**src/rtl/div_arbiter_seq.sv**
```systemverilog
// Two-requester arbitrated restoring divider.
// Requesters share one sequential unsigned divider. Grants alternate when both
// requesters are valid. A result is held until the consumer takes it.
//
// state | meaning
// ------+---------------------------------------------------------------
// IDLE  | waiting for a request; the granted requester sees ready
// CALC  | restoring division, one quotient bit per edge, MSB first
// DONE  | result presented on rsp_*; held until rsp_ready is sampled
module div_arbiter_seq #(
  parameter int W = 8
) (
  input  logic         clk,
  input  logic         rst_n,
  input  logic         req0_valid,
  output logic         req0_ready,
  input  logic [W-1:0] req0_dividend,
  input  logic [W-1:0] req0_divisor,
  input  logic         req1_valid,
  output logic         req1_ready,
  input  logic [W-1:0] req1_dividend,
  input  logic [W-1:0] req1_divisor,
  output logic         rsp_valid,
  input  logic         rsp_ready,
  output logic         rsp_id,
  output logic [W-1:0] rsp_quotient,
  output logic [W-1:0] rsp_remainder,
  output logic         rsp_error,
  output logic         busy
);

  localparam int CW = (W > 1) ? $clog2(W) : 1;

  typedef enum logic [1:0] {
    IDLE = 2'd0,
    CALC = 2'd1,
    DONE = 2'd2
  } state_t;

  state_t          state;
  logic            last_grant;
  logic            grant_id;
  logic            accept;
  logic [W-1:0]    acc_dividend;
  logic [W-1:0]    acc_divisor;

  // Dividend is consumed MSB first by shifting it out of the top.
  logic [W-1:0]    dvd_sh;
  logic [W-1:0]    dvs;
  logic [W:0]      rem;
  logic [W-1:0]    quo;
  logic [CW-1:0]   cnt;

  logic [W:0]      rem_shift;
  logic [W:0]      rem_next;
  logic            q_bit;

  // Grant selection: single valid wins outright, contention goes to the
  // requester that was not granted last time.
  always_comb begin
    grant_id = 1'b0;
    if (req0_valid && req1_valid) begin
      grant_id = ~last_grant;
    end else begin
      grant_id = req1_valid;
    end
  end

  assign req0_ready   = rst_n && (state == IDLE) && req0_valid && !grant_id;
  assign req1_ready   = rst_n && (state == IDLE) && req1_valid &&  grant_id;
  assign accept       = req0_ready || req1_ready;
  assign acc_dividend = grant_id ? req1_dividend : req0_dividend;
  assign acc_divisor  = grant_id ? req1_divisor  : req0_divisor;
  assign busy         = (state != IDLE);

  // One restoring-division step: shift in the next dividend bit, then
  // subtract the divisor if it fits. The extra remainder bit keeps the
  // shifted value from overflowing when the divisor is near 2^W-1.
  always_comb begin
    rem_shift = (rem << 1) | {{W{1'b0}}, dvd_sh[W-1]};
    q_bit     = (rem_shift >= {1'b0, dvs});
    rem_next  = q_bit ? (rem_shift - {1'b0, dvs}) : rem_shift;
  end

  // Sequencer, datapath and registered response outputs.
  always_ff @(posedge clk or negedge rst_n) begin
    if (!rst_n) begin
      state         <= IDLE;
      last_grant    <= 1'b1;
      dvd_sh        <= '0;
      dvs           <= '0;
      rem           <= '0;
      quo           <= '0;
      cnt           <= '0;
      rsp_valid     <= 1'b0;
      rsp_id        <= 1'b0;
      rsp_quotient  <= '0;
      rsp_remainder <= '0;
      rsp_error     <= 1'b0;
    end else begin
      case (state)
        IDLE: begin
          if (accept) begin
            last_grant <= grant_id;
            rsp_id     <= grant_id;
            dvd_sh     <= acc_dividend;
            dvs        <= acc_divisor;
            rem        <= '0;
            quo        <= '0;
            cnt        <= CW'(W - 1);
            if (acc_divisor == '0) begin
              state         <= DONE;
              rsp_valid     <= 1'b1;
              rsp_quotient  <= '0;
              rsp_remainder <= '0;
              rsp_error     <= 1'b1;
            end else begin
              state <= CALC;
            end
          end
        end
        CALC: begin
          rem    <= rem_next;
          quo    <= {quo[W-2:0], q_bit};
          dvd_sh <= dvd_sh << 1;
          cnt    <= cnt - 1'b1;
          if (cnt == '0) begin
            state         <= DONE;
            rsp_valid     <= 1'b1;
            rsp_quotient  <= {quo[W-2:0], q_bit};
            rsp_remainder <= rem_next[W-1:0];
            rsp_error     <= 1'b0;
          end
        end
        DONE: begin
          if (rsp_ready) begin
            state     <= IDLE;
            rsp_valid <= 1'b0;
          end
        end
        default: begin
          state     <= IDLE;
          rsp_valid <= 1'b0;
        end
      endcase
    end
  end

endmodule

```
**config.mk**
```make
export PLATFORM = sky130hd
export DESIGN_NAME = div_arbiter_seq
export DESIGN_NICKNAME = d
export VERILOG_FILES = /design/src/rtl/div_arbiter_seq.sv
export SDC_FILE = /design/constraint.sdc
export NUM_CORES = 1
export LEC_CHECK = 0
export BUFFER_PORTS_ARGS = -buffer_cell sky130_fd_sc_hd__buf_2
export CAP_MARGIN = 20
export CORE_ASPECT_RATIO = 0.7
export CORE_UTILIZATION = 44
export CTS_BUF_LIST = sky130_fd_sc_hd__clkbuf_8
export CTS_CLUSTER_SIZE = 25
export DETAILED_ROUTE_END_ITERATION = 10
export GPL_TIMING_DRIVEN = 0
export PLACE_DENSITY = 0.66
export SYNTH_ARGS = -nofsm -noshare
export SYNTH_HDL_FRONTEND = slang
export SYNTH_SLANG_ARGS = --single-unit
```
**constraint.sdc**
```tcl
create_clock -name clk -period 2.45 [get_ports clk]
set_input_delay 0.245 -clock clk [delete_from_list [all_inputs] [get_ports clk]]
set_output_delay 0.245 -clock clk [all_outputs]
set_load 0.05 [all_outputs]
```
==> results of run 1 <==
==> through the flow <==
step                      power [mW]  instance area (µm²)
after floorplan                4.000                 2904
after global placement         4.648                 3292
after detailed placement       4.739                 3312
after CTS                      5.265                 3425
after global routing           5.682                 3440
final                          5.241                 3440
==> per-layer routing <==
metal	track usage	wire [µm]	vias to the layer above
met5	0	0	-
met4	0.02941	42	0
met3	0.03704	307	7
met2	0.3038	2727	53
met1	0.2966	3364	1086
li1	-	-	1177
==> flip-flops by register name (all words and copies together), names as in the netlist <==
signal / flops
quo: 7
rsp_remainder: 8
state: 2
rsp_quotient: 8
rsp_id: 1
dvd_sh: 8
cnt: 3
dvs: 8
rem: 8
rsp_valid: 1
rsp_error: 1
last_grant: 1
==> power by group through the flow <==
stage | Combinational, mW | Sequential, mW | Clock, mW
after global placement | 3.04 | 1.61 | 0
after floorplan | 1.98 | 2.02 | 0
after CTS | 3.13 | 1.61 | 0.532
after detailed placement | 3.12 | 1.62 | 0
final | 3.11 | 1.61 | 0.525
after global routing | 3.46 | 1.66 | 0.572
==> cell usage in the layout, fill, tap and decap left out, types with 3 or more instances in the layout <==
cell and n:
a21oi_1 13, a21o_1 4, nand2_1 63, a22o_1 5
nor4_1 4, o21ai_0 27, inv_1 13, clkbuf_8 5
buf_6 3, nor2b_1 3, ha_1 10, clkbuf_1 5
buf_2 61, nor2_1 14, o21a_1 4, o21ai_1 9
dfrtp_1 55, mux2i_1 23
==> layout make-up <==
class	instances	area, µm²	share of cell area
Inverter	13	48.80	0.01419
Buffer	13	82.58	0.02401
Timing Repair Buffer	62	345.3	0.1004
Clock buffer	5	68.82	0.02001
Tap cell	78	97.59	0.02837
Sequential cell	56	1403	0.4078
Multi-Input combinational cell	219	1370	0.3983
Clock inverter	3	23.77	0.006912
==> how the worst max path moves through the flow <==
stage,from,to,slack [ns],cells after the start
2_1_floorplan,rem[1],rsp_remainder[6],0.57,7
3_3_place_gp,rst_n,rsp_quotient[2],-0.33,8
3_5_place_dp,rst_n,rsp_remainder[2],0.19,8
4_1_cts,rem[1],rsp_remainder[3],0.21,8
5_1_grt,rem[1],rsp_remainder[3],0.12,8
6_report,rem[1],rsp_remainder[3],0.20,8
==> kinds of logic (layout without fill, tap and decap cells) <==
kind of cell    count (synthesis)  after routing
flops                          56             56
simple gates                  102            102
compound gates                 79             79
buf+inv                        26             96
mux                            23             23
fa+ha+maj                      11             11
xor+xnor                        4              4
==> tightest hold or removal path: stages <==
cell	delay [ns]
buf_2	0.07
nor2_1	0.04
nand2_1	0.06
nand2_1	0.05
==> flow_metrics.py, run 1 <==
metrics = {
    "run_status": {
        "outcome": "finished, final reports clean",
    },
    "critical_path": {
        "arrival_ns": 2.44,
        "critPathMaxStageDelay_ns": 0.43,
        "cp.required_ns": 2.65,
        "r2r_slack_ns": 0.20,
        "critPathKind": "register to register",
        "path_buf_inv": 1,
        "crit_fanout": 10,
        "crit_family": "compound AO/OA/AOI/OAI gates",
        "start_kind": "register",
        "reg2reg_depth": 8,
        "timing.rr.end": "rsp_remainder[3]",
        "r2r-start": "rem[1]",
        "critPathMostFrequentCell": "o21ai_1",
        "critical_path.cell_chain": "ha_1, nand2_1, o21ai_1, a31oi_1, o21ai_2, buf_6, mux2i_1, o21ai_1",
        "cpMaxStageDelayCell": "dfrtp_1",
        "crit_path_end_kind": "register",
    },
    "layout": {
        "final_cells": 449,
        "drive_gt1_frac": 0.2372,
        "fin_util": 0.5454,
        "num-nets-final": 418,
        "antenna_cells": 0,
        "area_growth_syn_to_layout_pct": 18.44,
        "fillers": 611,
    },
    "clocking": {
        "cts_tree": "done",
        "cts_buffer_depth": 2,
        "clock-root-buffer": "clkbuf_8",
        "post_cts_buffers": 0,
        "h-tree-depth": 2,
        "clk_pin_slew_worst_paths_ns": 0.11,
        "cts_resized": 0,
        "cts_hold_buf": 2,
        "clkLatencyLatePin_ns": 0.31,
        "numCtsBuffers": 5,
        "cts.sinks": 56,
    },
    "yosys": {
        "synthSimpleGateAreaFrac": 0.1590,
        "synth_compound_area_frac": 0.1715,
        "syn_area_mm2": 0.002904,
        "syn_nets": 349,
        "synthAdderAreaFrac": 0.04998,
        "yosysMostFrequentCell": "nand2_1",
        "synth_area_leader_cell": "dfrtp_1",
        "synth_flop_cell": "dfrtp_1",
        "synthMuxAreaShare": 0.07928,
        "ys_warn_count": 0,
        "synth_top_family_by_area": "compound AO/OA/AOI/OAI gates",
        "avgSynthCellArea_um2": 9.648,
        "ys_seq_area_frac": 0.4830,
        "synthTopCellsByArea": "dfrtp_1, nand2_1, mux2i_1, o21ai_0, ha_1",
        "ys_ff_latch": 56,
        "async_reset_ff_frac": 1.000,
        "synth-edff-count": 0,
        "synthCells": 301,
        "synthXorXnorAreaFrac": 0.01206,
        "synth.distinct_cells": 48,
        "netlist_top_cells_count": "nand2_1, dfrtp_1, o21ai_0",
        "synth.top_cell.area_share": 0.4739,
    },
    "die": {
        "dieArea_mm2": 0.006934,
        "ios": 59,
        "core_mm2": 0.006306,
        "core.rowCount": 24,
        "fp.dieW_um": 99.10,
        "die_h_um": 69.97,
        "start_util": 0.4605,
    },
    "pwr": {
        "ir_drop_mv": 0.7703,
        "p_sw_frac": 0.4858,
        "powerDensity_mw_per_mm2": 1524,
        "p_clk_frac": 0.100,
        "p_sw_mw": 2.546,
        "leakage_nw": 1.717,
        "p_seq_frac": 0.306,
        "p_comb_frac": 0.593,
        "internal-power_mw": 2.695,
    },
    "worst_hold_path": {
        "hold_end": "state[1]",
        "holdCritStartpoint": "rsp_ready",
        "hp-class": "input port to register",
        "whs_path_depth": 4,
    },
    "timing": {
        "worst_pin_slew_ns": 0.5456,
        "fmax_mhz": 445.2,
        "timing.final.max_slew_violations": 0,
        "hold_viol": 0,
        "rsz0062_at_grt": "false",
        "fin_hold_ws_ns": 0.1867,
        "fin_crit_ns": 2.246,
        "setup_violations": 0,
        "relSlewSlack": 0.6363,
        "finalClockSkew_ns": 0.01357,
        "period_share": 0.9167,
        "tns_ns": 0,
        "setup_ws_ns": 0.2040,
    },
    "route": {
        "totalWireLength_mm": 6.441,
        "drt_pass1_iterations": 4,
        "viasPerCell": 5.174,
        "wl_per_cell_um": 14.35,
        "initialDrtViolationCount": 79,
        "ant_nets": 0,
        "vias": 2323,
        "drcViolationCount": 0,
    },
    "global_routing": {
        "antenna_found_initial": 0,
        "grt_pass1_vias": 2186,
        "grtUsageTotal": 0.1975,
        "grt_start_max_net_pins": 35,
        "globalRouteOverflowTotal": 0,
        "grt_pass1_wl_mm": 10.70,
    },
    "placement": {
        "place.gp.congestion": 0.8204,
        "pre_cts_ws_ns": 0.1944,
        "hpwl_mm": 4.899,
        "place_inst": 438,
        "port_buffers": 58,
    },
    "job": {
        "cap_viol_max_count": 0,
    },
}
(Power assumes the default switching activity.)
==> run 2, diff against run 1 <==
--- a/config.mk
+++ b/config.mk
@@ -5,6 +5,7 @@
 export SDC_FILE = /design/constraint.sdc
 export NUM_CORES = 1
 export LEC_CHECK = 0
+export ABC_AREA = 1
 export BUFFER_PORTS_ARGS = -buffer_cell sky130_fd_sc_hd__buf_2
 export CAP_MARGIN = 20
 export CORE_ASPECT_RATIO = 0.7
==> run 2 against run 1 <==
Maximum frequency decreased by 1.6%; wire length fell by 0.92%; total power rose by 3.1%; first-iteration DRC count up 46%; register-to-register slack improved by 0.23 ns; sequential power is 3% lower; final cell count up 28%; flip-flop and latch count did not move; hold slack better by 0.047 ns; via count grew 16%; clock-buffer cell count rose by 1; worst setup slack worse by 0.037 ns; critical path type is now input port to output port; critical endpoint is now req1_ready; highest routed layer unchanged.
==> flow_metrics.py, run 2 <==
metrics = {
    "route": {
        "totalWireLength_mm": 6.382,
        "ant_nets": 0,
        "viasPerCell": 4.665,
        "wl_per_cell_um": 11.08,
        "drcViolationCount": 0,
        "drt_pass1_iterations": 4,
        "vias": 2687,
        "initialDrtViolationCount": 115,
    },
    "global_routing": {
        "globalRouteOverflowTotal": 0,
        "grt_pass1_wl_mm": 11.34,
        "grtUsageTotal": 0.1963,
        "grt_start_max_net_pins": 39,
        "antenna_found_initial": 0,
        "grt_pass1_vias": 2500,
    },
    "yosys": {
        "ys_ff_latch": 56,
        "async_reset_ff_frac": 1.000,
        "synth_area_leader_cell": "dfrtp_1",
        "synth.top_cell.area_share": 0.4453,
        "synthTopCellsByArea": "dfrtp_1, nand2_1, inv_1, ha_1, nand3_1",
        "syn_nets": 462,
        "synthCells": 414,
        "avgSynthCellArea_um2": 7.465,
        "yosysMostFrequentCell": "nand2_1",
        "synth-edff-count": 0,
        "syn_area_mm2": 0.003090,
        "synth.distinct_cells": 29,
        "synth_flop_cell": "dfrtp_1",
        "ys_warn_count": 0,
        "ys_seq_area_frac": 0.4538,
        "netlist_top_cells_count": "nand2_1, dfrtp_1, inv_1",
    },
    "run_status": {
        "outcome": "finished, final reports clean",
    },
    "timing": {
        "timing.final.max_slew_violations": 0,
        "worst_pin_slew_ns": 0.8387,
        "setup_violations": 0,
        "relSlewSlack": 0.4390,
        "period_share": 0.9319,
        "finalClockSkew_ns": 0.01199,
        "fmax_mhz": 438.0,
        "hold_viol": 0,
        "fin_crit_ns": 2.283,
        "rsz0062_at_grt": "false",
    },
    "die": {
        "die_h_um": 72.12,
        "ios": 59,
        "dieArea_mm2": 0.007369,
        "fp.dieW_um": 102.2,
        "core.rowCount": 25,
        "core_mm2": 0.006756,
        "start_util": 0.4574,
    },
    "pwr": {
        "powerDensity_mw_per_mm2": 1485,
        "ir_drop_mv": 0.7008,
        "leakage_nw": 2.073,
        "total_power_mw": 5.403,
    },
    "clocking": {
        "clkLatencyLatePin_ns": 0.31,
        "clk_pin_slew_worst_paths_ns": 0.10,
        "cts.sinks": 56,
        "clock-root-buffer": "clkbuf_8",
        "h-tree-depth": 2,
        "cts_buffer_depth": 2,
        "cts_tree": "done",
        "numCtsBuffers": 5,
    },
    "placement": {
        "place.gp.congestion": 0.8168,
        "port_buffers": 57,
        "hpwl_mm": 4.990,
        "placed_cell_area_mm2": 0.003513,
    },
    "layout": {
        "area_growth_syn_to_layout_pct": 17.73,
        "num-nets-final": 529,
        "fin_util": 0.5385,
        "layout_common_cells": "nand2_1, buf_2, dfrtp_1",
        "antenna_cells": 0,
        "final_area_mm2": 0.003638,
        "layout_commonest_cell": "nand2_1",
        "drive_gt1_frac": 0.1971,
    },
    "critical_path": {
        "cp-startpoint": "rst_n",
        "r2r-start": "dvs[2]",
        "crit_path_end_kind": "output port",
        "crit_fanout": 38,
        "critPathCapture": "req1_ready",
        "timing.rr.end": "rem[5]",
        "reg2reg_depth": 11,
        "critPathKind": "input port to output port",
        "start_kind": "input port",
        "cp.required_ns": 2.20,
        "r2r_slack_ns": 0.43,
        "arrival_ns": 2.04,
    },
    "worst_hold_path": {
        "holdCritStartpoint": "rsp_ready",
        "hp-class": "input port to register",
    },
    "job": {
        "cap_viol_max_count": 0,
    },
}
run 2: cell types whose count changed in the layout (fill, tap and decap cells not counted), moves of 5 or more:
cell      change
nand2_1      +99
inv_1        +38
nand3_1      +24
mux2i_1      -23
nor2_1       +13
a21oi_1       -8
o21ai_0       -7
o21ai_1       -7
nand3b_1      +6
a22o_1        -5
nand2_2       +5
o21ai_2       +5
run 2: how the worst min path moves through the flow:
| stage | depth (start not counted) | slack [ns] | end |
|---|---|---|---|
| floorplan | 0 | -0.05 | cnt[0] |
| global placement | 2 | 0.45 | quo[5] |
| detailed placement | 1 | 0.23 | rsp_quotient[1] |
| CTS | 3 | 0.22 | state[1] |
| global route | 3 | 0.24 | state[1] |
| finish | 3 | 0.23 | state[1] |
run 2: kinds of logic (layout without fill, tap and decap cells):
family                     count (synthesis)  count (layout)  synth area share
and+or+nand+nor                          235             235            0.3190
buffers and inverters                     66             134           0.08704
DFF                                       56              56            0.4538
AOI/OAI and AO/OA                         43              43           0.08462
adders and majority gates                 11              11           0.04696
xor gates and xnor gates                   3               3          0.008504
run 2: stage by stage:
| stage | setup TNS (ns) | hold WS [ns] | setup WS (ns) | std cells |
|---|---|---|---|---|
| 5_1_grt | 0 | 0.2426 | 0.009224 | 576 |
| 3_5_place_dp | 0 | 0.2288 | 0.1616 | 566 |
| 2_1_floorplan | 0 | -0.05059 | 0.4000 | 414 |
| 6_report | 0 | 0.2338 | 0.1669 | 576 |
| 3_3_place_gp | -4.021 | 0.4540 | -0.2006 | 565 |
| 4_1_cts | 0 | 0.2209 | 0.05199 | 576 |
run 2: what timing repair did:
| item | 4_1_cts | 5_1_grt |
|---|---|---|
| gates resized for setup | 0 | 4 |
| hold buffers | 2 | 0 |
| endpoints found under the setup margin | 0 | 2 |
| setup buffers | 0 | 0 |
| hold endpoints to repair | 19 | 0 |
run 2: per-layer routing:
metal | vias up | track usage | part of all wire
li1 | 1423 | - | -
met1 | 1216 | 0.2967 | 0.54
met2 | 40 | 0.2916 | 0.42
met3 | 8 | 0.03468 | 0.035
met4 | 0 | 0.04762 | 0.0096
met5 | - | 0 | 0
run 2: worst max-delay path: stages:
cell and delay, ns:
dlygate4sd3_1 0.52, buf_2 0.14, buf_12 0.22, inv_1 0.08, nor2_2 0.12, o21ai_1 0.09, clkbuf_2 0.20, nor2_1 0.15
clkbuf_4 0.25
run 2: area by class of cell:
| class | instances | area, µm² |
|---|---|---|
| flip-flops and latches | 56 | 1403 |
| fillers | 693 | 3118 |
| clock buffers | 6 | 82.58 |
| clock inverters | 2 | 15.01 |
| repair buffers | 60 | 327.8 |
| inverters | 54 | 206.4 |
| plain buffers | 12 | 67.56 |
| well taps | 94 | 117.6 |
| multi-input cells | 292 | 1419 |
run 2: where the power goes:
part / total (mW) / switching (mW) / internal, mW
registers: 1.56 / 0.211 / 1.35
clock network: 0.544 / 0.314 / 0.230
logic: 3.30 / 2.25 / 1.05
==> run 3, diff against run 2 <==
--- a/config.mk
+++ b/config.mk
@@ -8,7 +8,7 @@
 export ABC_AREA = 1
 export BUFFER_PORTS_ARGS = -buffer_cell sky130_fd_sc_hd__buf_2
 export CAP_MARGIN = 20
-export CORE_ASPECT_RATIO = 0.7
+export CORE_ASPECT_RATIO = 0.9
 export CORE_UTILIZATION = 44
 export CTS_BUF_LIST = sky130_fd_sc_hd__clkbuf_8
 export CTS_CLUSTER_SIZE = 25
==> run 3 against run 2 <==
Non-clock buffer count up 1; maximum frequency down 0.55%; global-route usage down 0.27 points; wire length up 1.7%; flip-flop and latch count unchanged; hold slack worse by 0.0099 ns; final cell count down 0.69%; clock-buffer cell count down 1; register-to-register slack about the same; highest routed layer unchanged.
==> flow_metrics.py, run 3 (synthesis results as in run 2) <==
metrics = {
    "die": {
        "fp.dieW_um": 90.34,
        "dieArea_mm2": 0.007363,
        "core_mm2": 0.006691,
        "start_util": 0.4619,
        "ios": 59,
        "die_h_um": 81.51,
        "core.rowCount": 28,
    },
    "timing": {
        "period_share": 0.9370,
        "fmax_mhz": 435.6,
        "finalClockSkew_ns": 0.01059,
        "timing.final.max_slew_violations": 0,
        "worst_pin_slew_ns": 0.5077,
        "setup_violations": 0,
        "setup_ws_ns": 0.1544,
        "relSlewSlack": 0.6616,
        "rsz0062_at_grt": "false",
        "hold_viol": 0,
        "fin_crit_ns": 2.296,
    },
    "placement": {
        "hpwl_mm": 4.967,
        "port_buffers": 57,
        "pre_cts_ws_ns": 0.3546,
        "placed_cell_area_mm2": 0.003508,
        "place.gp.congestion": 0.7905,
    },
    "layout": {
        "area_growth_syn_to_layout_pct": 17.61,
        "layout_common_cells": "nand2_1, buf_2, dfrtp_1",
        "drive_gt1_frac": 0.1929,
        "layout_commonest_cell": "nand2_1",
        "fillers": 667,
        "final_area_mm2": 0.003635,
        "antenna_cells": 0,
        "num-nets-final": 530,
    },
    "critical_path": {
        "timing.rr.end": "rem[5]",
        "r2r-start": "dvs[2]",
        "cp-startpoint": "last_grant",
        "start_kind": "register",
        "crit_fanout": 10,
        "r2r_slack_ns": 0.43,
        "critPathKind": "register to output port",
        "critPathCapture": "req0_ready",
        "arrival_ns": 2.05,
        "cp.required_ns": 2.20,
        "reg2reg_depth": 11,
        "crit_path_end_kind": "output port",
    },
    "global_routing": {
        "grt_pass1_vias": 2621,
        "globalRouteOverflowTotal": 0,
        "grt_pass1_wl_mm": 11.36,
        "antenna_found_initial": 0,
        "grtUsageTotal": 0.1936,
        "grt_start_max_net_pins": 34,
    },
    "route": {
        "wl_per_cell_um": 11.34,
        "viasPerCell": 4.794,
        "ant_nets": 0,
        "vias": 2742,
        "drcViolationCount": 0,
        "initialDrtViolationCount": 171,
        "drt_pass1_iterations": 4,
        "totalWireLength_mm": 6.489,
    },
    "run_status": {
        "outcome": "finished, final reports clean",
    },
    "clocking": {
        "cts_resized": 0,
        "clkLatencyLatePin_ns": 0.31,
        "post_cts_buffers": 0,
        "numCtsBuffers": 5,
        "clock-root-buffer": "clkbuf_8",
        "cts_tree": "done",
        "h-tree-depth": 2,
        "clk_pin_slew_worst_paths_ns": 0.10,
        "cts_buffer_depth": 2,
        "cts.sinks": 56,
    },
    "pwr": {
        "leakage_nw": 2.081,
        "powerDensity_mw_per_mm2": 1477,
        "ir_drop_mv": 0.6852,
    },
    "job": {
        "cap_viol_max_count": 0,
    },
    "worst_hold_path": {
        "hp-class": "input port to register",
    },
}
[run 3: power by group]
part | internal (mW) | switching [mW]
registers | 1.35 | 0.217
clock network | 0.195 | 0.297
logic | 1.05 | 2.26
[run 3: worst min-delay path by stage]
| stage | to | cells after the start | startpoint | slack (ns) |
|---|---|---|---|---|
| 2_1_floorplan | cnt[0] | 0 | rst_n | -0.05 |
| 3_3_place_gp | quo[6] | 2 | quo[6] | 0.45 |
| 3_5_place_dp | dvs[7] | 1 | rst_n | 0.28 |
| 4_1_cts | state[1] | 3 | rsp_ready | 0.22 |
| 5_1_grt | state[1] | 3 | rsp_ready | 0.22 |
| 6_report | state[1] | 3 | rsp_ready | 0.22 |
[run 3: critical path, stage by stage, from the launching register on]
cell      delay (ns)
dfstp_2         0.55
nand2_2         0.13
nand2_4         0.14
buf_2           0.23
clkinv_1        0.25
nor2_1          0.17
buf_2           0.27
[run 3: repair_timing]
item,4_1_cts,5_1_grt
endpoints found under the setup margin,0,0
hold buffers,2,0
endpoints found under the hold margin,22,0
[run 3: area by class of cell]
class / instances / area (µm²) / area share
multi-input combinational: 292 / 1419 / 0.3904
sequential: 56 / 1403 / 0.3859
timing repair buffer: 61 / 350.3 / 0.09639
inverter: 54 / 202.7 / 0.05577
tap: 90 / 112.6 / 0.03098
clock buffer: 5 / 68.82 / 0.01893
buffer: 12 / 66.31 / 0.01824
clock inverter: 2 / 12.51 / 0.003442
[run 3: per-layer routing]
layer | track usage | wire length [µm] | part of all wire
met1 | 0.2488 | 3253 | 0.50
met3 | 0.03148 | 188 | 0.029
met2 | 0.3435 | 2989 | 0.46
met4 | 0.05323 | 57 | 0.0088
met5 | 0 | 0 | 0
[run 3: per-stage QoR]
stage                 util  instances  hold WS (ns)  total power [mW]  TNS (ns)
global placement    0.5213        561        0.4545             4.813    -4.014
floorplan                -        414      -0.05059             4.145         0
CTS                 0.5395        571        0.2155             5.392         0
detailed placement  0.5243        562        0.2750             4.885         0
global route        0.5432        572        0.2230             5.961         0
finish              0.5432        572        0.2238             5.370         0
